## src/rtl/pipeline_skid_register_pkg.sv

```systemverilog
// Shared definitions for the pipeline skid register: occupancy-encoded
// state values and the default control bubble.
package pipeline_pkg;

  typedef enum logic [1:0] {
    ST_EMPTY = 2'd0,
    ST_ONE   = 2'd1,
    ST_FULL  = 2'd2
  } occ_state_e;

  // Default control value driven while no entry is held; replicated to NCtrl.
  localparam logic CTRL_BUBBLE_BIT = 1'b0;

endpackage

```

## src/rtl/pipeline_skid_register_sat_counter.sv

```systemverilog
// Saturating up-counter: counts cycles where inc is high, sticks at all-ones,
// cleared only by reset.
module sat_counter #(
  parameter int W = 16
) (
  input  logic         clk,
  input  logic         reset,
  input  logic         inc,
  output logic [W-1:0] count
);

  logic [W-1:0] count_q;
  logic [W-1:0] count_d;

  always_comb begin
    count_d = count_q;
    if (inc && (count_q != {W{1'b1}})) begin
      count_d = count_q + W'(1);
    end
  end

  always_ff @(posedge clk) begin
    if (reset) begin
      count_q <= '0;
    end else begin
      count_q <= count_d;
    end
  end

  assign count = count_q;

endmodule

```

## src/rtl/pipeline_skid_register.sv

```systemverilog
// Inter-stage pipeline register with a two-entry skid buffer, synchronous
// flush and a saturating downstream stall counter. All outputs are registered.
module pipeline_skid_register
  import pipeline_pkg::*;
#(
  parameter int                NBits       = 32,
  parameter int                NCtrl       = 16,
  parameter logic [NCtrl-1:0]  CTRL_BUBBLE = {NCtrl{CTRL_BUBBLE_BIT}},
  parameter int                CNT_W       = 16
) (
  input  logic              clk,
  input  logic              reset,
  input  logic              Flush,
  input  logic              in_Valid,
  input  logic [NBits-1:0]  in_Data,
  input  logic [NCtrl-1:0]  in_Ctrl,
  output logic              out_Ready,
  output logic              out_Valid,
  output logic [NBits-1:0]  out_Data,
  output logic [NCtrl-1:0]  out_Ctrl,
  input  logic              in_Ready,
  output logic [1:0]        out_Occupancy,
  output logic [CNT_W-1:0]  out_StallCount
);

  // Handshake: a beat moves on a side only when its valid and ready are both
  // high at the rising edge; valid/data never depend on the same-cycle ready.
  occ_state_e       state_q, state_d;
  logic             ready_q, ready_d;
  logic [NBits-1:0] head_data_q, head_data_d;
  logic [NCtrl-1:0] head_ctrl_q, head_ctrl_d;
  logic [NBits-1:0] skid_data_q, skid_data_d;
  logic [NCtrl-1:0] skid_ctrl_q, skid_ctrl_d;
  logic             push;
  logic             pop;
  logic             stall;

  assign push  = in_Valid & ready_q;
  assign pop   = out_Valid & in_Ready;
  assign stall = out_Valid & ~in_Ready;

  // State register
  always_ff @(posedge clk) begin
    if (reset) begin
      state_q     <= ST_EMPTY;
      ready_q     <= 1'b1;
      head_data_q <= '0;
      head_ctrl_q <= CTRL_BUBBLE;
      skid_data_q <= '0;
      skid_ctrl_q <= '0;
    end else begin
      state_q     <= state_d;
      ready_q     <= ready_d;
      head_data_q <= head_data_d;
      head_ctrl_q <= head_ctrl_d;
      skid_data_q <= skid_data_d;
      skid_ctrl_q <= skid_ctrl_d;
    end
  end

  // Next-state and storage update
  always_comb begin
    state_d     = state_q;
    head_data_d = head_data_q;
    head_ctrl_d = head_ctrl_q;
    skid_data_d = skid_data_q;
    skid_ctrl_d = skid_ctrl_q;

    if (Flush) begin
      // Any offered input is dropped; upstream already saw ready and moves on.
      state_d     = ST_EMPTY;
      head_data_d = '0;
      head_ctrl_d = CTRL_BUBBLE;
      skid_data_d = '0;
      skid_ctrl_d = '0;
    end else begin
      case (state_q)
        ST_EMPTY: begin
          if (push) begin
            state_d     = ST_ONE;
            head_data_d = in_Data;
            head_ctrl_d = in_Ctrl;
          end
        end
        ST_ONE: begin
          if (push && !pop) begin
            state_d     = ST_FULL;
            skid_data_d = in_Data;
            skid_ctrl_d = in_Ctrl;
          end else if (push && pop) begin
            head_data_d = in_Data;
            head_ctrl_d = in_Ctrl;
          end else if (pop) begin
            // Head is cleared on entry to EMPTY so out_* shows the bubble.
            state_d     = ST_EMPTY;
            head_data_d = '0;
            head_ctrl_d = CTRL_BUBBLE;
          end
        end
        ST_FULL: begin
          if (pop) begin
            state_d     = ST_ONE;
            head_data_d = skid_data_q;
            head_ctrl_d = skid_ctrl_q;
          end
        end
        default: begin
          state_d     = ST_EMPTY;
          head_data_d = '0;
          head_ctrl_d = CTRL_BUBBLE;
        end
      endcase
    end

    ready_d = (state_d != ST_FULL);
  end

  // Outputs come straight from registers; head already holds the bubble when empty.
  always_comb begin
    out_Valid     = (state_q != ST_EMPTY);
    out_Data      = head_data_q;
    out_Ctrl      = head_ctrl_q;
    out_Ready     = ready_q;
    out_Occupancy = state_q;
  end

  sat_counter #(
    .W(CNT_W)
  ) u_stall_cnt (
    .clk   (clk),
    .reset (reset),
    .inc   (stall),
    .count (out_StallCount)
  );

endmodule

```

## config.mk

```make
export PLATFORM = sky130hd
export DESIGN_NAME = pipeline_skid_register
export DESIGN_NICKNAME = d
export VERILOG_FILES = /design/src/rtl/pipeline_skid_register_pkg.sv /design/src/rtl/pipeline_skid_register_sat_counter.sv /design/src/rtl/pipeline_skid_register.sv
export SDC_FILE = /design/constraint.sdc
export NUM_CORES = 1
export LEC_CHECK = 0
export CAP_MARGIN = 10
export CORE_UTILIZATION = 40
export DETAILED_ROUTE_END_ITERATION = 6
export PLACE_DENSITY = 0.72
export SLEW_MARGIN = 20
export SYNTH_ARGS = -nofsm -noshare
export SYNTH_HDL_FRONTEND = slang
export SYNTH_SLANG_ARGS = --single-unit
```

## constraint.sdc

```tcl
create_clock -name clk -period 2.25 [get_ports clk]
set_input_delay 0.5625 -clock clk [delete_from_list [all_inputs] [get_ports clk]]
set_output_delay 0.5625 -clock clk [all_outputs]
set_load 0.01 [all_outputs]
```

==> qor.yml, run 1 <==
run_status:
  status: "complete, but fails checks"
  failed_checks: "DRC"
timing:
  rsz0062_at_grt: "no"
  period_needed_ns: 2.16
  fin_skew_ns: 0.00812
  worst_pin_slew_ns: 0.604
  hold_viol_final: 0
  setup-violations-final: 0
  worst_slack_ns: 0.0869
  slew_violations: 0
  period_share: 0.961
  relSlewSlack: 0.598
  fmax_mhz: 462
logic_synthesis:
  ys_warn_count: 0
  syn_nets: 556
  synth_edf_count: 0
  syn_area_per_cell_um2: 8.72
  yosys.area.top_type: "dfxtp_1"
  syn_inst: 502
  syn-cell-area_mm2: 0.00438
  synth-async-reset-ratio: 0
  yosys-top-cells-area: "dfxtp_1 (53%), a222oi_1 (11%), nand2_1 (8.7%)"
  yosys.cell_types.count: 39
  synth_top_flop_cell: "dfxtp_1"
  synthDominantCellAreaShare: 0.526
  ys_ff_latch: 115
  synth.yosys.seq_area_share: 0.526
clocking:
  cts_made_buffers: 17
  holdBufCountCts: 0
  cts.path.max_buffers: 2
  path_clk_slew_ns: 0.06
  cts_tree: "built"
  cts-root-buf: "clkbuf_8"
  cts.sinks: 115
  htree_levels: 4
  clk_latency_ns: 0.50
layout:
  fin_util: 0.618
  fillCellCount: 918
  syn_to_final_growth_pct: 47.8
  fin_nets: 674
  final_cell_mix: "clkdlybuf4s50_1 (120), dfxtp_1 (113), nand2_1 (102)"
  final_cells: 769
  final_common_cell: "clkdlybuf4s50_1"
  antenna_cells: 0
  drive_gt1_frac: 0.103
setup_path:
  reg2reg_slack_ns: 0.33
  path_max_fanout: 9
  start_kind: "flip-flop"
  cp_data_arrival_time_ns: 1.60
  endpoint: "out_Valid"
  worstSetupPathType: "reg -> out"
  startpoint: "out_Occupancy[1]"
  rr_endpoint: "u_stall_cnt.count[14]"
  reg2reg_depth: 5
  required_ns: 1.69
  r2r-start: "u_stall_cnt.count[0]"
  critical_path.endpoint_type: "output pin"
place:
  dp.cells: 737
  dp_hpwl_um: 8030
  place.gp.congestion: 0.836
  dp_slack_ns: -0.0666
  port_buffers: 120
grt:
  antenna_found_initial: 0
  grt_pass1_vias: 4189
  grtUsageTotal: 0.220
  grt_pass1_wl_um: 20100
  grt_max_degree: 61
  grt_overflow: 0
routing:
  wl_met1_um: 5180
  routed.top_layer: "met4"
  met2_length_um: 6330
  finalWirelength_um: 12500
  wl_met3_um: 722
  wire_per_inst_um: 16.3
  drtAntennaViolNets: 0
  dr.pass1.iters: 7
  drc: 14
  vias: 4396
  avgViaCountPerCell: 5.72
  drtIter0Drc: 425
power_and_ir_drop:
  p_per_area_mw_per_mm2: 822
  ir_worst_vdd_mv: 0.520
  power_leakage_nw: 2.17
hold_path:
  hold_class: "reg -> reg"
  hold_path_depth: 2
die:
  design.die.area_mm2: 0.0114
  dieWidth_um: 107
  ios: 121
  core_mm2: 0.0105
  initial_core_util: 0.418
  fp.dieH_um: 107
  rows: 37
flow_run:
  cap_violations: 0
state kept, by name, indices dropped and copies added (netlist names):
name,count
out_Ready,1
skid_ctrl_q,16
out_Data,32
out_Occupancy,2
u_stall_cnt.count,16
skid_data_q,32
out_Ctrl,16
critical path, stage by stage, from the launching register on:
cell,delay (ns)
dfxtp_4,0.38
nor2_2,0.17
inv_1,0.07
clkdlybuf4s50_1,0.48
Yosys cell counts, types with 2 or more instances:
library cell    n
a211oi_1        3
a21oi_1        60
a222oi_1       48
a311oi_1        2
a31oi_1         4
and2_1          3
buf_1           5
buf_2          11
buf_4           2
clkbuf_1       24
dfxtp_1       115
inv_1           5
nand2_1       102
nand3_1         5
nand4_1         8
nor2_1         58
nor2b_1         2
nor3_1          7
o21ai_0         4
o311ai_0        2
o31ai_1         4
o41ai_1         2
or2_2           3
or3_1           5
or4_1           4
final cells by class:
type                       instances  area, um2  area share
multi-input combinational        340       1910       0.295
clock inverter                    14        200      0.0309
tap                              136        170      0.0263
inverter                           5       18.8     0.00290
sequential                       115       2310       0.357
clock buffer                      18        428      0.0662
timing repair buffer             141       1430       0.222
where the power goes:
| group | internal [W] | leakage [nW] | switching (W) |
|---|---|---|---|
| clock | 0.00184 | 0.287 | 0.000972 |
| sequential | 0.00207 | 0.932 | 0.0000226 |
| combinational | 0.000217 | 0.947 | 0.000194 |
how the worst min path moves through the flow:
stage | startpoint | to | slack [ns]
4_1_cts | skid_data_q[18] | skid_data_q[18] | 0.46
6_report | skid_data_q[26] | skid_data_q[26] | 0.46
2_1_floorplan | skid_ctrl_q[0] | skid_ctrl_q[0] | 0.44
5_1_grt | skid_data_q[18] | skid_data_q[18] | 0.47
3_5_place_dp | skid_data_q[20] | skid_data_q[20] | 0.45
3_3_place_gp | skid_ctrl_q[0] | skid_ctrl_q[0] | 0.44
layer usage:
metal	vias up	GRT usage
met5	-	0
met4	0	0.0900
met3	21	0.0492
met2	172	0.374
met1	2126	0.270
li1	2077	-
stage by stage:
step                      setup TNS, ns  instance area, um2  hold slack [ns]  total power, W
after floorplan                       0                4380            0.436         0.00231
after global placement          -0.0210                5830            0.441         0.00254
after detailed placement         -0.104                5830            0.447         0.00255
after CTS                             0                6470            0.458         0.00535
after global routing                  0                6470            0.472         0.00549
final                                 0                6470            0.455         0.00532
logic make-up (layout without fill, tap and decap cells):
group	after synthesis	in the layout	synth area share
compound gates	135	135	0.227
simple gates	203	203	0.197
buf+inv	47	178	0.0452
xor+xnor	1	1	0.00200
flops	115	115	0.526
fa+ha+maj	1	1	0.00286
timing repair:
item / CTS / global route
buffers inserted: 0 / 0
resized for setup: 3 / 1
endpoints found under the setup margin: 2 / 1
Power figures use the tool's default switching activity.
==> run 2: changes to the inputs <==
CORE_ASPECT_RATIO = 1.4   (was unset)
==> run 2 against run 1 <==
Net effect: critical endpoint unchanged; total power up 1.3%; worst setup slack better by 0.082 ns; critical path type unchanged; via count is essentially flat; clock power grew 2%; clock skew about the same; critical path depth is the same; cell count rose by 0.78%; sequential power about the same; worst hold slack lost 0.00089 ns; the flow still finishes with violations (DRC); fmax rose by 3.9%; routed wire length increased by 0.78%; cell area up 0.62%.
==> qor.yml, run 2 (synthesized netlist as in run 1, its figures left out) <==
clocking:
  holdBufCountCts: 0  # unchanged
  post_cts.repair.setup_buffers: 0  # unchanged
  cts.sinks: 115  # unchanged
  cts-root-buf: "clkbuf_16"  # was clkbuf_8
  path_clk_slew_ns: 0.05  # was 0.06 ns
  ctsResizeCount: 0  # was 3
  clk_latency_ns: 0.40  # was 0.50 ns
  htree_levels: 4  # unchanged
  cts.path.max_buffers: 2  # unchanged
  cts_tree: "built"  # unchanged
  cts_made_buffers: 17  # unchanged
place:
  dp.cells: 743  # was 737
  dp_hpwl_um: 8240  # was 8030 um
  port_buffers: 120  # unchanged
  place.gp.congestion: 0.861  # was 0.836
setup_path:
  cp_slowest_cell: "clkdlybuf4s50_1"  # unchanged
  start_kind: "flip-flop"  # unchanged
  required_ns: 1.69  # about the same
  worst-path-buf-inv: 2  # unchanged
  path_max_fanout: 2  # was 9
  slowest_delay_ns: 0.48  # about the same
  critical_path.endpoint_type: "output pin"  # unchanged
  worstSetupPathType: "reg -> out"  # unchanged
  path_cells: "nor2_1 > inv_1 > clkdlybuf4s50_1"  # was nor2_2 > inv_1 > clkdlybuf4s50_1
  cp_data_arrival_time_ns: 1.52  # was 1.60 ns
  path_delay_family: "buffers and inverters"  # unchanged
layout:
  antenna_cells: 0  # unchanged
  seqCellArea_mm2: 0.00230  # was 0.00231 mm2
  multi_input_area_mm2: 0.00191  # about the same
  fin_nets: 678  # was 674
  final_cell_mix: "clkdlybuf4s50_1 (120), dfxtp_1 (115), nand2_1 (102)"  # was clkdlybuf4s50_1 (120), dfxtp_1 (113), nand2_1 (102)
  final_cells: 775  # was 769
  final_common_cell: "clkdlybuf4s50_1"  # unchanged
  drive_gt1_frac: 0.100  # was 0.103
  syn_to_final_growth_pct: 48.7  # was 47.8%
  fillCellCount: 914  # was 918
timing:
  period_needed_ns: 2.08  # was 2.16 ns
  relSlewSlack: 0.687  # was 0.598
  fin_skew_ns: 0.00797  # was 0.00812 ns
  worst_pin_slew_ns: 0.467  # was 0.604 ns
  rsz0062_at_grt: "no"  # unchanged
  setup-violations-final: 0  # unchanged
  fmax_mhz: 481  # was 462 MHz
  period_share: 0.925  # was 0.961
  fin_hold_ws_ns: 0.455  # about the same
  slew_violations: 0  # unchanged
  hold_viol_final: 0  # unchanged
routing:
  drtIter0Drc: 487  # was 425
  drtAntennaViolNets: 0  # unchanged
  wire_per_inst_um: 16.3  # about the same
  finalWirelength_um: 12600  # was 12,500 um
  dr.pass1.iters: 7  # unchanged
  vias: 4399  # was 4,396
  avgViaCountPerCell: 5.68  # was 5.72
  drc: 14  # unchanged
die:
  dieWidth_um: 90.4  # was 107 um
  design.die.area_mm2: 0.0114  # about the same
  core_mm2: 0.0105  # about the same
  rows: 44  # was 37
  fp.dieH_um: 126  # was 107 um
  initial_core_util: 0.416  # was 0.418
  ios: 121  # unchanged
grt:
  grt_overflow: 0  # unchanged
  grtUsageTotal: 0.222  # was 0.220
  grt_pass1_wl_um: 20200  # was 20,100 um
  grt_max_degree: 57  # was 61
  grt_pass1_vias: 4302  # was 4,189
  antenna_found_initial: 0  # unchanged
power_and_ir_drop:
  p_per_area_mw_per_mm2: 827  # was 822 mW/mm2
  power_leakage_nw: 2.22  # was 2.17 nW
  finalPower_w: 0.00538  # was 0.00532 W
  ir_worst_vdd_mv: 0.547  # was 0.520 mV
run_status:
  status: "complete, but fails checks"  # unchanged
  failed_checks: "DRC"  # unchanged
hold_path:
  hold_class: "reg -> reg"  # unchanged
flow_run:
  cap_violations: 0  # unchanged
## run 2: cell types whose count changed in the layout (fill, tap and decap cells not counted), moves of 2 or more
cell	previous run	this run
clkinv_2	0	2
clkbuf_1	0	3
inv_6	4	0
buf_4	15	19
clkinv_4	0	2
clkinvlp_4	6	0
dfxtp_1	113	115
clkbuf_8	2	4
## run 2: tightest hold or removal path, stage by stage, from the launching register on
cell	delay (ns)
dfxtp_1	0.31
nand2_1	0.05
a21oi_1	0.05
## run 2: cell type report
type | count | share of cell area
flip-flops and latches | 115 | 0.354
clock buffers | 24 | 0.0755
clock inverters | 8 | 0.0227
repair buffers | 145 | 0.225
inverters | 5 | 0.00288
multi-input cells | 340 | 0.294
well taps | 138 | 0.0265
## run 2: power breakdown
part           switching, W  internal [W]  total (W)
registers         0.0000209       0.00207    0.00210
clock network      0.000896       0.00197    0.00287
logic              0.000199      0.000223   0.000422
## run 2: per-layer routing
metal | vias up | part of all wire | global-route usage
li1 | 2087 | - | -
met1 | 2099 | 0.41 | 0.245
met2 | 184 | 0.51 | 0.388
met3 | 29 | 0.055 | 0.0676
met4 | 0 | 0.027 | 0.104
met5 | - | 0 | 0
## run 2: stage by stage
| step | worst slack [ns] | util | setup TNS, ns | instance area [um2] |
|---|---|---|---|---|
| 2_1_floorplan | 0.444 | - | 0 | 4380 |
| 3_3_place_gp | 0.0246 | 0.558 | 0 | 5870 |
| 3_5_place_dp | -0.0151 | 0.558 | -0.0151 | 5870 |
| 4_1_cts | 0.133 | 0.619 | 0 | 6510 |
| 5_1_grt | 0.110 | 0.619 | 0 | 6510 |
| 6_report | 0.169 | 0.619 | 0 | 6510 |
## run 2: final timing paths
check	startpoint	end	slack, ns	cells past startpoint
max	out_Occupancy[0]	out_Valid	0.17	3
min	skid_ctrl_q[8]	skid_ctrl_q[8]	0.45	2
max reg2reg	u_stall_cnt.count[1]	u_stall_cnt.count[14]	0.38	5
min reg2reg	skid_ctrl_q[8]	skid_ctrl_q[8]	0.45	2
==> variant, RTL diff (config.mk and constraints of run 1) <==
Make the reset (`reset`) asynchronous in 2 clocked blocks.
--- a/src/rtl/pipeline_skid_register_sat_counter.sv
+++ b/src/rtl/pipeline_skid_register_sat_counter.sv
@@ -21,3 +21,3 @@
 
-  always_ff @(posedge clk) begin
+  always_ff @(posedge clk or posedge reset) begin
     if (reset) begin
--- a/src/rtl/pipeline_skid_register.sv
+++ b/src/rtl/pipeline_skid_register.sv
@@ -42,3 +42,3 @@
   // State register
-  always_ff @(posedge clk) begin
+  always_ff @(posedge clk or posedge reset) begin
     if (reset) begin
Behaviour: differs if reset is asserted again (counterexample within 4 cycles, from zero or initial values and one cycle with reset high); with reset held inactive, the same outputs for 4 cycles.
==> variant against run 1 <==
The flow still finishes with violations (design-rule violations). Synthesized cell count down 6.2%. Area after synthesis increased by 13%. Wire length increased by 1.5%. Final area grew 9.5%. Cell count shrank 1.8%. Worst setup slack got worse by 0.031 ns. Sequential cell count unchanged.
Power is not compared: it rests on default switching activity, and its combinational part moved more than twofold at a synthesized area within 25%.
==> variant: results <==
{
  "clockBufferDepth": 2,
  "violations": "design-rule violations",
  "worst_pin_slew_ns": 0.756,
  "gr-usage-all-layers_pct": 21.0,
  "grt_pass1_wl_mm": 21.0,
  "yosys_warnings": 0,
  "run_status": "finished, violations left",
  "synth_area_leaders": "dfrtp_1 58%, o2bb2ai_1 8.5%, nand2_1 7.8%",
  "gp_congestion": 0.832,
  "drtIter0Drc": 295,
  "viasPerCell": 5.55,
  "nets": 650,
  "diodes": 0,
  "post-place-ws_ns": -0.386,
  "grt_pass1_vias": 4166,
  "critical-path-max-stage-delay_ns": 0.62,
  "hpwlAfterDp_mm": 8.08,
  "synth-seq-area-share_pct": 58.3,
  "leakage_nw": 3.00,
  "vdd_drop_max_uv": 548,
  "synthFlopType": "dfrtp_1",
  "worstHoldPathCells": 1,
  "async_reset_ff_share_pct": 100,
  "clk_latency_ns": 0.40,
  "clock_skew_ns": 0.00943,
  "cp_max_fo": 6,
  "syn-num-nets": 525,
  "nFillCells": 1043,
  "placed_cell_area_um2": 6450,
  "synth_common_cells": "114 x dfrtp_1, 102 x nand2_1, 53 x a21oi_1",
  "post-route-drc-count": 2,
  "worstRegToRegCells": 6,
  "wl_per_cell_um": 16.8,
  "drive_gt1_share_pct": 11.8,
  "p_int_mw": 4.48,
  "ys_types": 34,
  "cts-root-buf": "clkbuf_16",
  "grt_max_degree": 70
}
## variant: cell types whose count changed in the layout (fill, tap and decap cells not counted), sizes merged, moves of 6 or more
cell	change
dfxtp	-115
dfrtp	+114
nor2	-50
a22oi	+49
a222oi	-48
o2bb2ai	+47
xor2	+13
a21oi	-7
inv	-7
buf	+6
## variant: logic make-up (layout without fill, tap and decap cells)
kind of cell,count (synthesis),after routing,synth area share (%)
compound gates,156,156,22.5
simple gates,139,139,12.1
flops,115,115,58.3
buf+inv,43,180,3.78
xor+xnor,16,16,2.84
fa+ha+maj,1,1,0.253
mux,1,1,0.228
## variant: area by class of cell
type / instances / area (um^2) / share of cell area, %
Multi-Input combinational cell: 313 / 1920 / 27.1
Clock buffer: 23 / 498 / 7.03
Inverter: 3 / 15.0 / 0.212
Clock inverter: 8 / 100 / 1.41
Timing Repair Buffer: 146 / 1490 / 21.0
Sequential cell: 115 / 2880 / 40.7
Tap cell: 147 / 184 / 2.60
## variant: timing repair
action | in CTS | in global routing
hold buffers | 0 | 0
gates resized for setup | 1 | 1
setup endpoints to repair | 1 | 1
## variant: through the flow
step | setup TNS, ns | total power, mW | std cells
2_1_floorplan | 0 | 2.77 | 471
3_3_place_gp | -17.82 | 3.29 | 723
3_5_place_dp | -21.94 | 3.31 | 723
4_1_cts | 0 | 6.01 | 754
5_1_grt | 0 | 6.22 | 755
6_report | 0 | 5.98 | 755
## variant: worst paths after layout
kind	end	from	slack (ns)
setup / recovery	out_Occupancy[0]	out_Occupancy[0]$_DFF_PP0_	0.06
hold / removal	out_Data[19]$_DFFE_PP0P_	out_Data[19]$_DFFE_PP0P_	0.48
setup reg to reg	out_Ctrl[15]$_DFFE_PP0P_	out_Occupancy[0]$_DFF_PP0_	0.30
hold reg to reg	out_Data[19]$_DFFE_PP0P_	out_Data[19]$_DFFE_PP0P_	0.48
max in group asynchronous	skid_data_q[13]$_DFFE_PP0P_	reset	1.12
min in group asynchronous	skid_ctrl_q[3]$_DFFE_PP0P_	reset	0.62
## variant: worst max-delay path, delay by kind of cell (launching register included)
family                 cells  cell delay [ns]
buffers and inverters      2             0.80
flip-flops                 1             0.43
## variant: metal layers
layer | wire length [um] | share of wire, % | global-route usage, %
met1 | 6010 | 47 | 29.1
met2 | 5950 | 47 | 32.8
met3 | 623 | 4.9 | 4.82
met4 | 97 | 0.76 | 6.49
met5 | 0 | 0 | 0
## variant: power by group through the flow
stage / combinational [mW] / clock, mW / sequential (mW)
finish: 0.924 / 2.69 / 2.36
global route: 1.01 / 2.83 / 2.39
CTS: 0.924 / 2.73 / 2.36
detailed placement: 0.920 / 0 / 2.39
global placement: 0.903 / 0 / 2.39
floorplan: 0.345 / 0 / 2.43
